`src/rtl/ex_stage_pipe.sv`:
```
// ARM execute stage merged with its EX/MEM register: forwarding, shifter operand, ALU + NZCV,
// branch target. Define EX_MUL_EN to build the multi-cycle multiplier and its stall handshake.
module ex_stage_pipe #(
  parameter int REG_WIDTH      = 32,
  parameter int ADDR_WIDTH     = 32,
  parameter int REG_ADDR_WIDTH = 4,
  parameter int MUL_LATENCY    = 3
) (
  input  logic                      clk,
  input  logic                      rst,
  input  logic                      valid_in,
  input  logic [ADDR_WIDTH-1:0]     pc_in,
  input  logic                      wb_en_in,
  input  logic                      mem_r_en_in,
  input  logic                      mem_w_en_in,
  input  logic                      s_in,
  input  logic                      b_in,
  input  logic                      immd,
  input  logic [3:0]                exe_cmd,
  input  logic [REG_WIDTH-1:0]      val_rn,
  input  logic [REG_WIDTH-1:0]      val_rm_in,
  input  logic [REG_ADDR_WIDTH-1:0] dest_in,
  input  logic [23:0]               signed_immd_24,
  input  logic [11:0]               shift_operand,
  input  logic [3:0]                status_reg_in,
  input  logic [1:0]                fwd_sel_src1,
  input  logic [1:0]                fwd_sel_src2,
  input  logic [REG_WIDTH-1:0]      mem_fwd_value,
  input  logic [REG_WIDTH-1:0]      wb_fwd_value,
  input  logic                      freeze,
  input  logic                      flush,
  output logic                      stall_out,
  output logic                      valid_out,
  output logic                      wb_en_out,
  output logic                      mem_r_en_out,
  output logic                      mem_w_en_out,
  output logic [REG_WIDTH-1:0]      alu_res_out,
  output logic [REG_WIDTH-1:0]      val_rm_out,
  output logic [REG_ADDR_WIDTH-1:0] dest_out,
  output logic                      status_w_en_out,
  output logic [3:0]                status_out,
  output logic                      branch_taken_out,
  output logic [ADDR_WIDTH-1:0]     branch_address_out,
  output logic                      wb_en_hazard_out,
  output logic [REG_ADDR_WIDTH-1:0] dest_hazard_out
);

  localparam logic [3:0] CMD_MOV = 4'b0001;
  localparam logic [3:0] CMD_MVN = 4'b1001;
  localparam logic [3:0] CMD_ADD = 4'b0010;
  localparam logic [3:0] CMD_ADC = 4'b0011;
  localparam logic [3:0] CMD_SUB = 4'b0100;
  localparam logic [3:0] CMD_SBC = 4'b0101;
  localparam logic [3:0] CMD_AND = 4'b0110;
  localparam logic [3:0] CMD_ORR = 4'b0111;
  localparam logic [3:0] CMD_EOR = 4'b1000;

  localparam int MSB   = REG_WIDTH - 1;
  localparam int OFF_W = (ADDR_WIDTH > 26) ? ADDR_WIDTH : 26;

  // Rotation wraps modulo the datapath width so narrow builds stay well-defined.
  function automatic logic [REG_WIDTH-1:0] rotr(input logic [REG_WIDTH-1:0] x,
                                                input logic [5:0] amt);
    logic [2*REG_WIDTH-1:0] dbl;
    dbl = {x, x} >> (amt % REG_WIDTH);
    return dbl[REG_WIDTH-1:0];
  endfunction

  logic [REG_WIDTH-1:0] src1;
  logic [REG_WIDTH-1:0] rm_fwd;
  logic [REG_WIDTH-1:0] shifted;
  logic [REG_WIDTH-1:0] val2;
  logic [REG_WIDTH-1:0] add_b;
  logic                 add_cin;
  logic [REG_WIDTH:0]   sum;
  logic [REG_WIDTH-1:0] alu_res;
  logic                 arith_op;
  logic                 known_op;
  logic [4:0]           shift_amt;
  logic [1:0]           shift_type;

  assign shift_amt  = shift_operand[11:7];
  assign shift_type = shift_operand[6:5];

  // NOTE: every signal assigned in an always_comb gets a default first, so no path can infer a latch.
  always_comb begin
    src1 = val_rn;
    case (fwd_sel_src1)
      2'd1:    src1 = mem_fwd_value;
      2'd2:    src1 = wb_fwd_value;
      default: src1 = val_rn;
    endcase
    rm_fwd = val_rm_in;
    case (fwd_sel_src2)
      2'd1:    rm_fwd = mem_fwd_value;
      2'd2:    rm_fwd = wb_fwd_value;
      default: rm_fwd = val_rm_in;
    endcase
  end

  always_comb begin
    shifted = rm_fwd;
    case (shift_type)
      2'b00:   shifted = rm_fwd << shift_amt;
      2'b01:   shifted = rm_fwd >> shift_amt;
      2'b10:   shifted = $signed(rm_fwd) >>> shift_amt;
      default: shifted = rotr(rm_fwd, {1'b0, shift_amt});
    endcase

    // Loads/stores use the raw 12-bit offset regardless of the immd bit.
    if (mem_r_en_in || mem_w_en_in)
      val2 = REG_WIDTH'(shift_operand);
    else if (immd)
      val2 = rotr(REG_WIDTH'(shift_operand[7:0]), {1'b0, shift_operand[11:8], 1'b0});
    else
      val2 = shifted;
  end

`ifdef EX_MUL_EN
  localparam logic [3:0] CMD_MUL   = 4'b1010;
  localparam bit         MUL_MULTI = (MUL_LATENCY > 1);
  localparam logic [3:0] CNT_INIT  = MUL_MULTI ? 4'(MUL_LATENCY - 2) : 4'd0;

  typedef enum logic {IDLE, BUSY} mul_state_t;

  mul_state_t           state;
  logic [3:0]           cnt;
  logic                 mul_issue;
  logic [REG_WIDTH-1:0] mul_now;
  logic [REG_WIDTH-1:0] mul_hold;
  logic [REG_WIDTH-1:0] mul_res;

  assign mul_now   = src1 * val2;
  assign mul_issue = valid_in && (exe_cmd == CMD_MUL) && MUL_MULTI && (state == IDLE);
  assign mul_res   = (state == BUSY) ? mul_hold : mul_now;
  assign stall_out = mul_issue || ((state == BUSY) && (cnt != 4'd0));

  // NOTE: sequential state uses non-blocking assignments so every flop samples pre-edge values.
  always_ff @(posedge clk) begin
    if (rst || flush) begin
      state <= IDLE;
      cnt   <= 4'd0;
    end else if (!freeze) begin
      case (state)
        IDLE: if (mul_issue) begin
          state <= BUSY;
          cnt   <= CNT_INIT;
        end
        BUSY: if (cnt == 4'd0) state <= IDLE;
              else             cnt   <= cnt - 4'd1;
      endcase
    end
  end

  // NOTE: pure data register with no reset; it is only read in BUSY, which always follows a capture.
  always_ff @(posedge clk) begin
    if (mul_issue && !freeze && !flush) mul_hold <= mul_now;
  end
`else
  assign stall_out = 1'b0;
`endif

  always_comb begin
    add_b   = val2;
    add_cin = 1'b0;
    case (exe_cmd)
      CMD_ADC: add_cin = status_reg_in[1];
      CMD_SUB: begin add_b = ~val2; add_cin = 1'b1;             end
      CMD_SBC: begin add_b = ~val2; add_cin = status_reg_in[1]; end
      default: ;
    endcase
    // Subtraction as a + ~b + cin makes the carry out the inverse of the borrow.
    sum = {1'b0, src1} + {1'b0, add_b} + {{REG_WIDTH{1'b0}}, add_cin};

    alu_res  = '0;
    arith_op = 1'b0;
    known_op = 1'b1;
    case (exe_cmd)
      CMD_MOV: alu_res = val2;
      CMD_MVN: alu_res = ~val2;
      CMD_ADD, CMD_ADC, CMD_SUB, CMD_SBC: begin
        alu_res  = sum[REG_WIDTH-1:0];
        arith_op = 1'b1;
      end
      CMD_AND: alu_res = src1 & val2;
      CMD_ORR: alu_res = src1 | val2;
      CMD_EOR: alu_res = src1 ^ val2;
`ifdef EX_MUL_EN
      CMD_MUL: alu_res = mul_res;
`endif
      default: known_op = 1'b0;
    endcase

    status_out = status_reg_in;
    if (known_op) begin
      status_out[3] = alu_res[MSB];
      status_out[2] = (alu_res == '0);
      if (arith_op) begin
        status_out[1] = sum[REG_WIDTH];
        status_out[0] = (src1[MSB] == add_b[MSB]) && (alu_res[MSB] != src1[MSB]);
      end
    end
  end

  assign status_w_en_out  = valid_in & s_in & ~stall_out & ~freeze & ~flush;
  assign branch_taken_out = valid_in & b_in & ~stall_out;
  assign wb_en_hazard_out = wb_en_in;
  assign dest_hazard_out  = dest_in;

  logic signed [25:0] br_off;
  logic [OFF_W-1:0]   br_off_ext;
  assign br_off             = {signed_immd_24, 2'b00};
  assign br_off_ext         = OFF_W'(br_off);
  assign branch_address_out = pc_in + br_off_ext[ADDR_WIDTH-1:0];

  // A stall inserts a bubble: enables drop while data and destination keep their last values.
  always_ff @(posedge clk) begin
    if (rst || flush) begin
      valid_out    <= 1'b0;
      wb_en_out    <= 1'b0;
      mem_r_en_out <= 1'b0;
      mem_w_en_out <= 1'b0;
      alu_res_out  <= '0;
      val_rm_out   <= '0;
      dest_out     <= '0;
    end else if (!freeze) begin
      if (stall_out) begin
        valid_out    <= 1'b0;
        wb_en_out    <= 1'b0;
        mem_r_en_out <= 1'b0;
        mem_w_en_out <= 1'b0;
      end else begin
        valid_out    <= valid_in;
        wb_en_out    <= wb_en_in & valid_in;
        mem_r_en_out <= mem_r_en_in & valid_in;
        mem_w_en_out <= mem_w_en_in & valid_in;
        alu_res_out  <= alu_res;
        val_rm_out   <= rm_fwd;
        dest_out     <= dest_in;
      end
    end
  end

endmodule

```
`config.mk`:
```
export PLATFORM = sky130hd
export DESIGN_NAME = ex_stage_pipe
export DESIGN_NICKNAME = d
export VERILOG_FILES = /design/src/rtl/ex_stage_pipe.sv
export SDC_FILE = /design/constraint.sdc
export NUM_CORES = 1
export LEC_CHECK = 0
export BUFFER_PORTS_ARGS = -buffer_cell sky130_fd_sc_hd__buf_2
export CAP_MARGIN = 30
export CORE_AREA = 2 2 223 225
export DETAILED_ROUTE_END_ITERATION = 10
export DIE_AREA = 0 0 225 227
export GPL_TIMING_DRIVEN = 0
export PLACE_DENSITY = 0.61
export SLEW_MARGIN = 40
export SYNTH_ARGS = -nofsm -noshare
export SYNTH_HDL_FRONTEND = slang
export SYNTH_SLANG_ARGS = --single-unit
```
`constraint.sdc`:
```
create_clock -name clk -period 9.44 [get_ports clk]
set_input_delay 1.888 -clock clk [delete_from_list [all_inputs] [get_ports clk]]
set_output_delay 1.888 -clock clk [all_outputs]
set_load 0.05 [all_outputs]
```
==> results list, run 1 <==
- In the routed layout, each cell is associated on average with a via count of 6.884.
- Post-Route WL: 117500 microns
* Worst Setup Slack post-DPL: -2376 ps
* Worst Hold Path EP: val_rm_out[14]
* Fin nets: 3068
* Routed length per instance: 35.15 microns
- Number of enable flip-flop cells after synthesis: 0
* Source of the worst hold timing path: val_rm_out[14]
* Count of pins on the block boundary: 339
- Cell family with the largest share of critical-path delay: compound AO/OA/AOI/OAI gates
* Net switching component of the power: 1416 uW
- I/O Buffers: 327
- Slack of the critical path: -652.8 ps
- CTS Sinks: 72
- Largest net degree at the start of global routing: 13
- Net count after synthesis: 2600
- The tightest hold path in the finished design has a slack of 463.5 ps.
* Commonest non-fill, non-tap cell in the layout: buf_2
- The first global-routing pass estimated 159800 microns of wire.
- The mapped netlist covers 0.01642 sq mm.
- In this run the remaining antenna-violating nets after routing total 0.
- The checks that failed: negative setup slack.
- Number of buffers on the longest clock path: 2
- Relative to the synthesized area, the layout overhead comes to 32.08%.
- RSZ-0062 raised after global routing: true
- Largest fanout on the critical path: 10
* Outcome: finished with violations
* Global-route usage over all layers: 0.4430
- Of all flip-flops after synthesis, the portion carrying an async set or reset was 0.
* Worst hold path cell count: 2
- Adding up every negative setup slack in the final design gives -2211 ps.
* Via count of the first global-routing pass: 21640
- Seq/Total Area, Yosys: 0.08779
* DP Wirelength: 92130 microns
- Routability-driven placement finished with a final weighted congestion of 1.053.
* Final critical-path required period: 10090 ps
* FMAX: 99.08 MHz
* Critical path data required time: 7550 ps
- Fraction of power spent switching nets: 0.5415
- In this run the register-to-register setup slack is 8690 ps.
- Class of the worst hold path: register to register
- Final Max Slew Viols: 0
- The Yosys step of the flow raised 0 warnings.
- Slowest cell on crit path: nor2_1
- On the worst path, the slowest cell contributes a delay of 710 ps.
* Remaining global-route overflow: 0
- Internal cell power: 1199 uW
- Number of max-cap violations: 0
* End of the worst register-to-register path: alu_res_out[15]
* Die ar.: 0.05108 sq mm
- Seq pwr share: 0.124
- Largest vdd supply drop: 0.09852 mV
- DR DRC count: 0
- A synthesized cell averages 7.310 sq um.
- From left edge to right edge, the die measures 225 microns.
- Number of antenna violations at the first check in global routing: 6
- The share of total power dissipated in combinational logic is 0.724.
* Buffers and inverters on the worst path: 4
- Detailed routing inserted a total of 23020 vias.
* Die Span Y: 227 microns
* Highest-count cells in the layout ignoring fill and taps: buf_2 (340), nand2_1 (222), nor2_1 (220), a21oi_1 (145), buf_4 (144)
- In this run the number of H-tree levels came out at 3.
- Data on the critical path arrives at its endpoint at 8200 ps.
* Most common flop cell mapped by yosys: dfxtp_1
- Post-layout util: 0.4467
- The root buffer cell chosen for the clock tree is clkbuf_16.
- For this configuration, the core starts out at a cell density of 0.3382.
* DR pass1 iterations: 8
* Worst clock skew: 0 ps
- CTS buffer count: 9
* CTS tree: yes
- Of the cells placed in the final design, the portion with a size suffix greater than 1 is 0.3286.
- The share of total power dissipated in the clock network is 0.152.
* Distinct cells, synth: 105
* DR iter-0 viols: 2902
* Number of standard-cell rows in the floorplan: 81
- CP endpoint kind: output pin
- Clock input transition at the sequential cells of the worst setup and hold paths: 60 ps
- Of the available clock period, the critical path in the final layout requires 1.069.
- Counting flops and latches in the post-synthesis netlist gives 72.
- Later-pin clock latency in the skew report: 370 ps
- Pwr per Cell Area: 120.6 mW/mm^2
- In the synthesized netlist, the number of instances is 2246.
* Slew at the pin with the worst max-slew slack: 983.6 ps
* Tightest slew margin relative to the limit: 0.3443
- Core region area: 0.04855 sq mm
* Number of cells on the worst reg-to-reg path: 2
* Startpoint of the worst-slack reg-to-reg timing path: alu_res_out[15]
- Worst setup path class: primary input to output pin
* Leakage power figure: 0.009283 uW
- Final count of hold timing violations: 0
- Setup-violating endpoint count in the final report: 5
- After filler insertion, the fill cell instance count of the layout stands at 4975.
* Kind of start point of the critical path: primary input
cell usage after synthesis (all sizes together), types with 63 or more instances:
library cell  number  area share
a21oi            161       0.049
buf               68       0.028
clkbuf           116       0.027
dfxtp             72       0.088
ha               128       0.098
inv               97       0.023
mux2i             73       0.045
mux4              63       0.086
nand2            227       0.052
nor2             236       0.054
nor3              63       0.020
o21ai            153       0.047
xnor2             68       0.036
per-layer routing:
metal / up-vias / global-route usage / routed length, microns / part of all wire
met5: - / 0.01423 / 13 / 0.00011
met4: 2 / 0.3612 / 11380 / 0.097
met3: 496 / 0.1193 / 13310 / 0.11
met2: 1891 / 0.6701 / 49530 / 0.42
met1: 11170 / 0.5274 / 43300 / 0.37
li1: 9463 / - / - / -
worst min-delay path: stages (launching register included):
cell	delay, ps
dfxtp_1	310
nand2_1	60
a21oi_1	50
timing repair:
action	CTS	global route
cloned	3	1
setup endpoints to repair	4	5
gates resized for setup	240	83
buffers inserted	89	34
pin swaps	55	48
hold buffers	0	0
state kept, by name, indices dropped and copies added (netlist names):
register	cells
alu_res_out	32
val_rm_out	32
dest_out	4
mem_r_en_out	1
mem_w_en_out	1
valid_out	1
wb_en_out	1
power groups by stage:
stage | registers (uW) | logic (uW) | clock network, uW
after floorplan | 368 | 940 | 0
after global placement | 329 | 1550 | 0
after detailed placement | 330 | 1560 | 0
after CTS | 323 | 1740 | 401
after global routing | 324 | 1940 | 407
final | 323 | 1890 | 399
layout make-up:
class / count / area (sq um) / area share
repair buffers: 459 / 2818 / 0.1299
plain buffers: 182 / 1050 / 0.04841
flip-flops and latches: 72 / 1441 / 0.06647
clock inverters: 5 / 81.33 / 0.003751
clock buffers: 10 / 229.0 / 0.01056
multi-input cells: 1891 / 14890 / 0.6867
well taps: 622 / 778.2 / 0.03589
diodes: 4 / 10.01 / 0.0004616
inverters: 99 / 386.6 / 0.01783
kinds of logic after synthesis:
group,Yosys count,share of synthesized area
AO/OA/AOI/OAI,800,0.3429
XOR/XNOR,89,0.04748
adder cells (fa/ha/maj),131,0.1012
buffers and inverters,283,0.07743
flip-flops,72,0.08779
multiplexers,158,0.1470
other,1,0.0002284
AND/OR/NAND/NOR,712,0.1959
per-stage QoR:
step	cell area (sq um)	power, uW	std cells
after global routing	21680	2671	3342
after floorplan	16430	1308	2246
final	21680	2615	3344
after detailed placement	19020	1886	3202
after global placement	18840	1876	3195
after CTS	21020	2461	3307
how the worst max path moves through the flow:
stage                      from       endpoint  slack [ps]  depth (start not counted)
2_1_floorplan   fwd_sel_src2[0]  status_out[1]          30                         26
3_3_place_gp    fwd_sel_src2[0]  status_out[2]       -3440                         29
3_5_place_dp    fwd_sel_src2[0]  status_out[2]       -2380                         28
4_1_cts         fwd_sel_src2[0]  status_out[2]        -490                         29
5_1_grt         fwd_sel_src2[1]  status_out[2]        -730                         32
6_report       shift_operand[8]  status_out[2]        -650                         27
Note: power is estimated with default switching activity, not from simulation.
==> run 2: changes to the inputs <==
==> constraint.sdc (replaced) <==
create_clock -name clk -period 9.44 [get_ports clk]
set_input_delay 0 -clock clk [delete_from_list [all_inputs] [get_ports clk]]
set_output_delay 0 -clock clk [all_outputs]
set_load 0.05 [all_outputs]
==> results list, run 2 (synthesized netlist as in run 1, its figures left out) <==
- The worst-case IR drop observed on VDD is 0.08643 mV.
* Count of pins on the block boundary: 339
* Top layer used by detailed routing: met5
- DP Wirelength: 92140 microns
- The worst pin sits at a relative slew slack of 0.3381.
* Critical Path Start: fwd_sel_src2[0]
- The critical path is of the primary input to output pin type.
- Total number of vias: 21870
- For this run, the slowest stage of the critical path takes 850 ps.
* Worst hold margin: 55.68 ps
- The largest registers in the layout are alu_res_out (32), val_rm_out (32), dest_out (4).
- Fin nets: 2952
* Routed length per instance: 35.07 microns
- Startpoint of the worst-slack reg-to-reg timing path: alu_res_out[23]
- Number of placed instances, taps included: 3199
* # fillers: 5136
* Outcome: finished clean
- For this design, the slowest cell found on the critical path is nor2b_1.
* Vias per inst: 6.778
* CTS buffer count: 9
- DR DRC count: 0
* Layout overhead on the synthesized area: 18.59%
- Final Max Slew Viols: 0
- Final count of hold timing violations: 0
- Layout cells sized above 1: 0.2259
* Setup-violating endpoint count in the final report: 0
- Die Span Y: 227 microns
- For this run the aggregate overflow at the end of global routing stands at 0.
- Clock input transition at the sequential cells of the worst setup and hold paths: 60 ps
* Worst endpoint data arrival time: 9240 ps
* Final critical-path required period: 9243 ps
- After clock tree synthesis, the setup repair step added 0 buffers.
- The initial utilization of the core area, before any placement, comes to 0.3382.
* CP endpoint kind: output pin
- CTS HTree Levels: 3
- Across every metal layer, demand over resource in global routing totals 0.4294.
* Dpl cell area: 0.01904 sq mm
- Buffers and inverters on the worst path: 5
- The number of antenna violations at the first check in global routing came to 7.
- After the flow finishes, the layout carries non-filler instances totaling 3226.
- DR pass1 iterations: 6
- In the layout the commonest cells are buf_2 (352), nand2_1 (227), nor2_1 (226), a21oi_1 (158), o21ai_0 (133).
* Final clock period utilization by the worst path: 0.9791
- Number of max-cap violations: 0
- Die ar.: 0.05108 sq mm
* Clock Tree Root: clkbuf_16
* DR iter-0 viols: 2795
* Routed wl met3: 12930 microns
- Summed over all cells, the static leakage comes to 0.008296 uW.
- Kind of start point of the critical path: primary input
- Wire length of the first global-routing pass: 155000 microns
* Post-layout util: 0.4011
* Cell family with the largest share of critical-path delay: compound AO/OA/AOI/OAI gates
- The finished cells cover 0.01947 sq mm.
- RSZ-0062 raised after global routing: false
* Pwr per Cell Area: 119.7 mW/mm^2
- The congestion estimate from routability-driven global placement came to 1.058.
- Worst clock skew: 0 ps
- The die is 225 microns wide.
- Core region area: 0.04855 sq mm
- In the final routing, the length of wire on met1 measures 43290 microns.
- Via count of the first global-routing pass: 20620
- FMAX: 108.2 MHz
* CTS tree: yes
- Slew at the pin with the worst max-slew slack: 992.9 ps
- Class of the worst hold path: primary input to register
- Post-route antenna net violation count: 0
* Number of standard-cell rows in the floorplan: 81
- Critical path data required time: 9440 ps
- Largest net degree at the start of global routing: 14
* Commonest non-fill, non-tap cell in the layout: buf_2
* Number of buffers on the longest clock path: 2
- Summed over all layers, the routed wires come to 113100 microns.
- I/O Buffers: 327
* CTS Sinks: 72
- Summed over all nets, wire length on met2 after detailed routing comes to 47450 microns.
- The clock reaches the later pin of the worst-skew pair after 350 ps.
* Source of the worst hold timing path: val_rm_in[18]
- Final Power: 2331 uW
- In this run the worst path has a maximum fanout of 10.
==> run 2: changes by cell type in the layout (fill, tap and decap cells not counted), sizes merged <==
cell / delta
buf: -129
bufbuf: -1
bufinv: -1
clkbuf: +7
clkinv: +1
clkinvlp: +1
diode: -3
dlygate4sd3: +7
==> run 2: where the power goes <==
group          total (uW)  internal [uW]  switching, uW
clock                 372            213            159
combinational        1640            501           1130
sequential            325            316           9.08
==> run 2: worst min-delay path, stage by stage <==
cell	delay, ps
buf_2	120
nand2_1	50
o21ai_0	60
mux2i_1	70
nor2_1	80
==> run 2: stage by stage <==
step	setup TNS, ps	setup WS (ps)
2_1_floorplan	0	3396
3_3_place_gp	-468.4	-468.4
3_5_place_dp	0	756.3
4_1_cts	0	700.6
5_1_grt	0	115.8
6_report	0	196.9
==> run 2: final timing paths <==
kind,to,slack (ps),depth (start not counted)
worst max-delay path,status_out[2],200,28
worst max register to register,alu_res_out[23],8670,2
worst min register to register,val_rm_out[8],480,2
worst min-delay path,val_rm_out[18],60,5
==> run 2: layout make-up <==
cell class,instances,area (sq um),area share
Sequential cell,72,1441,0.07403
Clock buffer,10,239.0,0.01227
Buffer,184,919.6,0.04723
Inverter,99,379.1,0.01947
Tap cell,622,778.2,0.03997
Antenna cell,1,2.502,0.0001285
Clock inverter,6,67.56,0.003470
Multi-Input combinational cell,1891,13880,0.7128
Timing Repair Buffer,341,1764,0.09061
==> run 2: per-layer routing <==
metal	global-route usage	vias up
met2	0.6509	1676
met4	0.3034	4
met1	0.5256	10540
met3	0.1202	427
li1	-	9223
met5	0.003795	-
==> run 2: repair_timing <==
| item | CTS | global route |
|---|---|---|
| endpoints found under the hold margin | 7 | 0 |
| hold buffers | 7 | 0 |
| gates resized for setup | 0 | 0 |
